$ cat config.mk
export PLATFORM = sky130hd
export DESIGN_NAME = instr_fetch_unit
export DESIGN_NICKNAME = d
export VERILOG_FILES = /design/src/rtl/instr_fetch_unit.sv
export SDC_FILE = /design/constraint.sdc
export NUM_CORES = 1
export LEC_CHECK = 0
export BUFFER_PORTS_ARGS = -buffer_cell sky130_fd_sc_hd__buf_2
export CAP_MARGIN = 25
export CORE_AREA = 2 2 169 88
export DETAILED_ROUTE_END_ITERATION = 10
export DIE_AREA = 0 0 171 90
export PLACE_DENSITY = 0.8
export SYNTH_ARGS = -nofsm -noshare
export SYNTH_HDL_FRONTEND = slang
export SYNTH_SLANG_ARGS = --single-unit
$ cat constraint.sdc
create_clock -name clk -period 7.8 [get_ports clk]
set_clock_uncertainty 0.05 [all_clocks]
set_input_delay 0.78 -clock clk [delete_from_list [all_inputs] [get_ports clk]]
set_output_delay 0.78 -clock clk [all_outputs]
set_load 0.02 [all_outputs]
$ cat src/rtl/instr_fetch_unit.sv
// Instruction fetch front end: PC register, ROM addressing and a small fetch FIFO toward decode.
// Optional misaligned-redirect trap is enabled with `define FETCH_MISALIGN_TRAP_EN.
module instr_fetch_unit #(
    parameter int             W        = 32,
    parameter logic [W-1:0]   RESET_PC = '0,
    parameter int             DEPTH    = 2
) (
    input  logic          clk,
    input  logic          rst_n,
    input  logic          fetch_en,
    output logic [W-1:0]  imem_addr,
    input  logic [W-1:0]  imem_rdata,
    input  logic          redirect_valid,
    input  logic [W-1:0]  redirect_pc,
    output logic          out_valid,
    input  logic          out_ready,
    output logic [W-1:0]  out_instr,
    output logic [W-1:0]  out_pc,
    output logic [W-1:0]  out_pc_plus4,
    output logic          fetch_fault
);

    localparam int                PTR_W = $clog2(DEPTH);
    localparam logic [PTR_W-1:0]  LAST  = PTR_W'(DEPTH - 1);
    localparam logic [PTR_W:0]    FULL  = (PTR_W + 1)'(DEPTH);

    logic [W-1:0]      pc_q;
    logic [W-1:0]      pc_next_seq;
    logic [W-1:0]      target;
    logic              fault_q;
    logic [PTR_W-1:0]  rd_ptr;
    logic [PTR_W-1:0]  wr_ptr;
    logic [PTR_W:0]    count_q;
    logic [W-1:0]      instr_mem [DEPTH];
    logic [W-1:0]      pc_mem    [DEPTH];
    logic              full;
    logic              pop;
    logic              push;

    function automatic logic [PTR_W-1:0] ptr_inc(input logic [PTR_W-1:0] p);
        return (p == LAST) ? '0 : p + 1'b1;
    endfunction

    // Decode handshake: an entry transfers on a cycle where out_valid && out_ready;
    // out_* stay stable while out_valid && !out_ready, and out_valid never drops without a pop,
    // a redirect flush or reset.
    assign imem_addr   = pc_q;
    assign full        = (count_q == FULL);
    assign out_valid   = (count_q != '0);
    assign pop         = out_valid & out_ready;
    assign push        = fetch_en & ~redirect_valid & ~fault_q & (~full | pop);
    assign pc_next_seq = pc_q + W'(4);

`ifdef FETCH_MISALIGN_TRAP_EN
    logic misaligned;

    assign misaligned = (redirect_pc[1:0] != 2'b00);
    // A misaligned target is kept as-is so the faulting address remains visible on imem_addr.
    assign target     = redirect_pc;

    always_ff @(posedge clk or negedge rst_n) begin
        if (!rst_n) begin
            fault_q <= 1'b0;
        end else if (redirect_valid) begin
            fault_q <= misaligned;
        end
    end
`else
    assign target  = redirect_pc & ~(W'(3));
    assign fault_q = 1'b0;
`endif

    assign fetch_fault = fault_q;

    always_ff @(posedge clk or negedge rst_n) begin
        if (!rst_n) begin
            pc_q    <= RESET_PC;
            rd_ptr  <= '0;
            wr_ptr  <= '0;
            count_q <= '0;
        end else if (redirect_valid) begin
            // A same-cycle pop is already taken by decode; everything left is wrong-path.
            pc_q    <= target;
            rd_ptr  <= '0;
            wr_ptr  <= '0;
            count_q <= '0;
        end else begin
            if (push) begin
                pc_q   <= pc_next_seq;
                wr_ptr <= ptr_inc(wr_ptr);
            end
            if (pop) begin
                rd_ptr <= ptr_inc(rd_ptr);
            end
            case ({push, pop})
                2'b10:   count_q <= count_q + 1'b1;
                2'b01:   count_q <= count_q - 1'b1;
                default: count_q <= count_q;
            endcase
        end
    end

    // Storage needs no reset: count_q gates visibility of every entry.
    always_ff @(posedge clk) begin
        if (push) begin
            instr_mem[wr_ptr] <= imem_rdata;
            pc_mem[wr_ptr]    <= pc_q;
        end
    end

    assign out_instr    = instr_mem[rd_ptr];
    assign out_pc       = pc_mem[rd_ptr];
    assign out_pc_plus4 = pc_mem[rd_ptr] + W'(4);

endmodule
==> impl_metrics.env <==
export IMPL_nets=794
export IMPL_synthArstFlopShare_pct=21.52
export IMPL_min_path_type="input pin to asynchronous set/reset pin"
export IMPL_design_area_mm2=0.008919
export IMPL_crit_path_start_kind="flop"
export IMPL_drv_cap=0
export IMPL_ir_drop_uv=135.7
export IMPL_post_cts_resize_count=0
export IMPL_top_layer_used="met4"
export IMPL_setup_viol=0
export IMPL_yosysSeqAreaShare_pct=63.33
export IMPL_p_per_area_mw_per_mm2=235.3
export IMPL_grt_usage_pct=22.27
export IMPL_drt_pass1_iter_count=6
export IMPL_wl_met3_mm=1.442
export IMPL_cts_made_buffers=17
export IMPL_dp_cells=900
export IMPL_start_util_pct=51.44
export IMPL_worstPathMaxFanout=85
export IMPL_arrival_ns=3.42
export IMPL_syn_inst=534
export IMPL_drcViolationCount=0
export IMPL_grt_ovfl_total=0
export IMPL_row_count=31
export IMPL_end_kind="output pin"
export IMPL_worst_slew_pin_slew_ns=0.9271
export IMPL_cts_tree="yes"
export IMPL_syn2layout_area_growth_pct=23.47
export IMPL_finalCritPeriodShare_pct=54.55
export IMPL_cts_sinks=158
export IMPL_fp_dieArea_mm2=0.01539
export IMPL_drv_slew=0
export IMPL_drt_total_wl_mm=17.13
export IMPL_cts_buffer_depth=2
export IMPL_status="finished clean"
export IMPL_fin_cells=933
export IMPL_first_global_vias=4981
export IMPL_grt_antenna_before_repair=0
export IMPL_via_per_inst=5.413
export IMPL_slew_headroom_pct=37.68
export IMPL_place_congestion=0.8345
export IMPL_core_area_mm2=0.01404
export IMPL_hold_violations=0
export IMPL_critPathKind="flop to output pin"
export IMPL_clk_pin_slew_ns=0.07
export IMPL_cts_htree_levels=4
export IMPL_fin_tns_setup_ns=0
export IMPL_cts_setup_buffers=0
export IMPL_clock_latency_ns=0.41
export IMPL_synthesis_area_mm2=0.007223
export IMPL_wl_per_cell_um=18.35
export IMPL_grt_pass1_wl_mm=26.40
export IMPL_hold_buffers=0
export IMPL_holdWs_ns=0.3888
export IMPL_leakage_nw=3.497
export IMPL_die_y_um=90
export IMPL_min_period_ns=4.255
export IMPL_grt_max_degree=90
export IMPL_root_buffer="clkbuf_16"
export IMPL_synth_ff_type="edfxtp_1"
export IMPL_postRouteAntennaNets=0
export IMPL_ys_seq_elements=158
export IMPL_avgSynthCellArea_um2=13.53
export IMPL_synth_edff_count=124
export IMPL_drt_iter0_drc=471
export IMPL_met2_length_mm=7.080
export IMPL_dpl_hpwl_mm=12.08
export IMPL_place_area_mm2=0.008309
export IMPL_num_vias=5050
export IMPL_yosysUniqueCellTypes=53
export IMPL_io_pins=199
export IMPL_antenna_cells=0
export IMPL_reg2regPathDepth=4
export IMPL_ys_warn_count=0
export IMPL_wl_met1_mm=8.385
export IMPL_die_w_um=171
export IMPL_required_ns=6.97
export IMPL_drive_above_1_share_pct=39.46
export IMPL_io_buffers=189
export IMPL_fmax_mhz=235.0
export IMPL_rsz0062_at_grt="false"
## per-stage QoR
stage	setup slack (ns)	total power [W]	util, %
floorplan	1.324	0.001216	-
global placement	3.619	0.001320	59.18
detailed placement	3.540	0.001332	59.18
CTS	3.115	0.002110	63.18
global route	3.276	0.002178	63.52
finish	3.545	0.002098	63.52
## registers in the layout, indices dropped and copies added, names as in the netlist
signal and count:
instr_mem 64, count_q 2, pc_mem 60, wr_ptr 1, rd_ptr 1, imem_addr 30
## worst max-delay path, stage by stage (launching register included)
cell	delay [ns]
dfrtp_4	0.54
buf_16	0.27
mux2_2	0.31
ha_1	0.20
inv_1	0.06
a211oi_2	0.41
nand4_1	0.40
nor4_1	0.45
xor2_1	0.18
buf_2	0.18
## path summary, 6_finish.rpt
| kind | start | endpoint | slack, ns |
|---|---|---|---|
| setup / recovery | rd_ptr$_DFFE_PN0P_ | out_pc_plus4[28] | 3.55 |
| hold / removal | rst_n | imem_addr[16]$_DFFE_PN0P_ | 0.39 |
| setup reg to reg | count_q[1]$_DFFE_PN0P_ | instr_mem[1][6]$_DFFE_PP_ | 5.27 |
| hold reg to reg | imem_addr[31]$_DFFE_PN0P_ | pc_mem[0][31]$_DFFE_PP_ | 0.53 |
| max in group asynchronous | rst_n | rd_ptr$_DFFE_PN0P_ | 6.74 |
| min in group clk | imem_rdata[19] | instr_mem[1][19]$_DFFE_PP_ | 0.51 |
## Yosys cell counts, drive strengths merged, types with 4 or more instances
master,n,area [µm²]
edfxtp,124,3724
nand2,59,221.5
mux2,50,563.0
xor2,37,324.1
dfrtp,34,850.8
o21ai,32,160.2
nand3,24,125.1
xnor2,22,192.7
buf,17,113.9
nand4,16,106.4
nor2,15,56.30
inv,14,52.55
clkbuf,12,45.04
mux2i,11,110.1
nor4,10,108.9
and3,6,37.54
and4,6,52.55
nand4b,4,50.05
nor3,4,20.02
nor3b,4,35.03
## placed cells by master (no fill, tap or decap), types with 4 or more instances in the layout
cell / netlist / final
buf_2: 4 / 189
edfxtp_1: 124 / 124
nand2_1: 59 / 59
mux2_2: 50 / 50
xor2_1: 37 / 37
dfrtp_1: 34 / 33
nand3_1: 23 / 23
o21ai_0: 23 / 23
xnor2_1: 22 / 22
clkbuf_16: 0 / 17
nor2_1: 15 / 15
nand4_1: 15 / 15
inv_1: 14 / 14
mux2i_1: 11 / 11
o21ai_1: 9 / 9
conb_1: 1 / 7
and4_1: 6 / 6
and3_1: 6 / 6
nor4_2: 5 / 5
nor4_1: 4 / 4
clkinvlp_4: 0 / 4
clkinv_4: 0 / 4
## where the power goes
group	total, W	internal [W]	switching, W
clock	0.000779	0.000443	0.000336
combinational	0.000307	0.000113	0.000194
sequential	0.00101	0.000963	0.0000489
total	0.00210	0.00152	0.000579
## cell type report
type / instances / area (µm²)
Clock buffer: 17 / 425.4
Multi-Input combinational cell: 339 / 2470
Clock inverter: 14 / 136.4
Tap cell: 198 / 247.7
Timing Repair Buffer: 193 / 1008
Fill cell: 1090 / 5122
Inverter: 14 / 52.55
Sequential cell: 158 / 4578
## per-layer routing
layer  global-route usage (%)  vias up
li1                         -     2342
met4                    6.144        0
met3                    5.064       27
met5                        0        -
met1                    33.66     2462
met2                    32.29      219
## logic make-up (layout without fill, tap and decap cells)
kind of cell	count (synthesis)	after routing	synth area share, %
and+or+nand+nor	160	160	12.64
DFF	158	158	63.33
muxes	61	61	9.319
xor gates and xnor gates	59	59	7.154
AOI/OAI and AO/OA	50	50	4.227
buffers and inverters	43	238	2.927
adders and majority gates	2	2	0.3464
other	1	7	0.05192
Power figures use the tool's default switching activity.
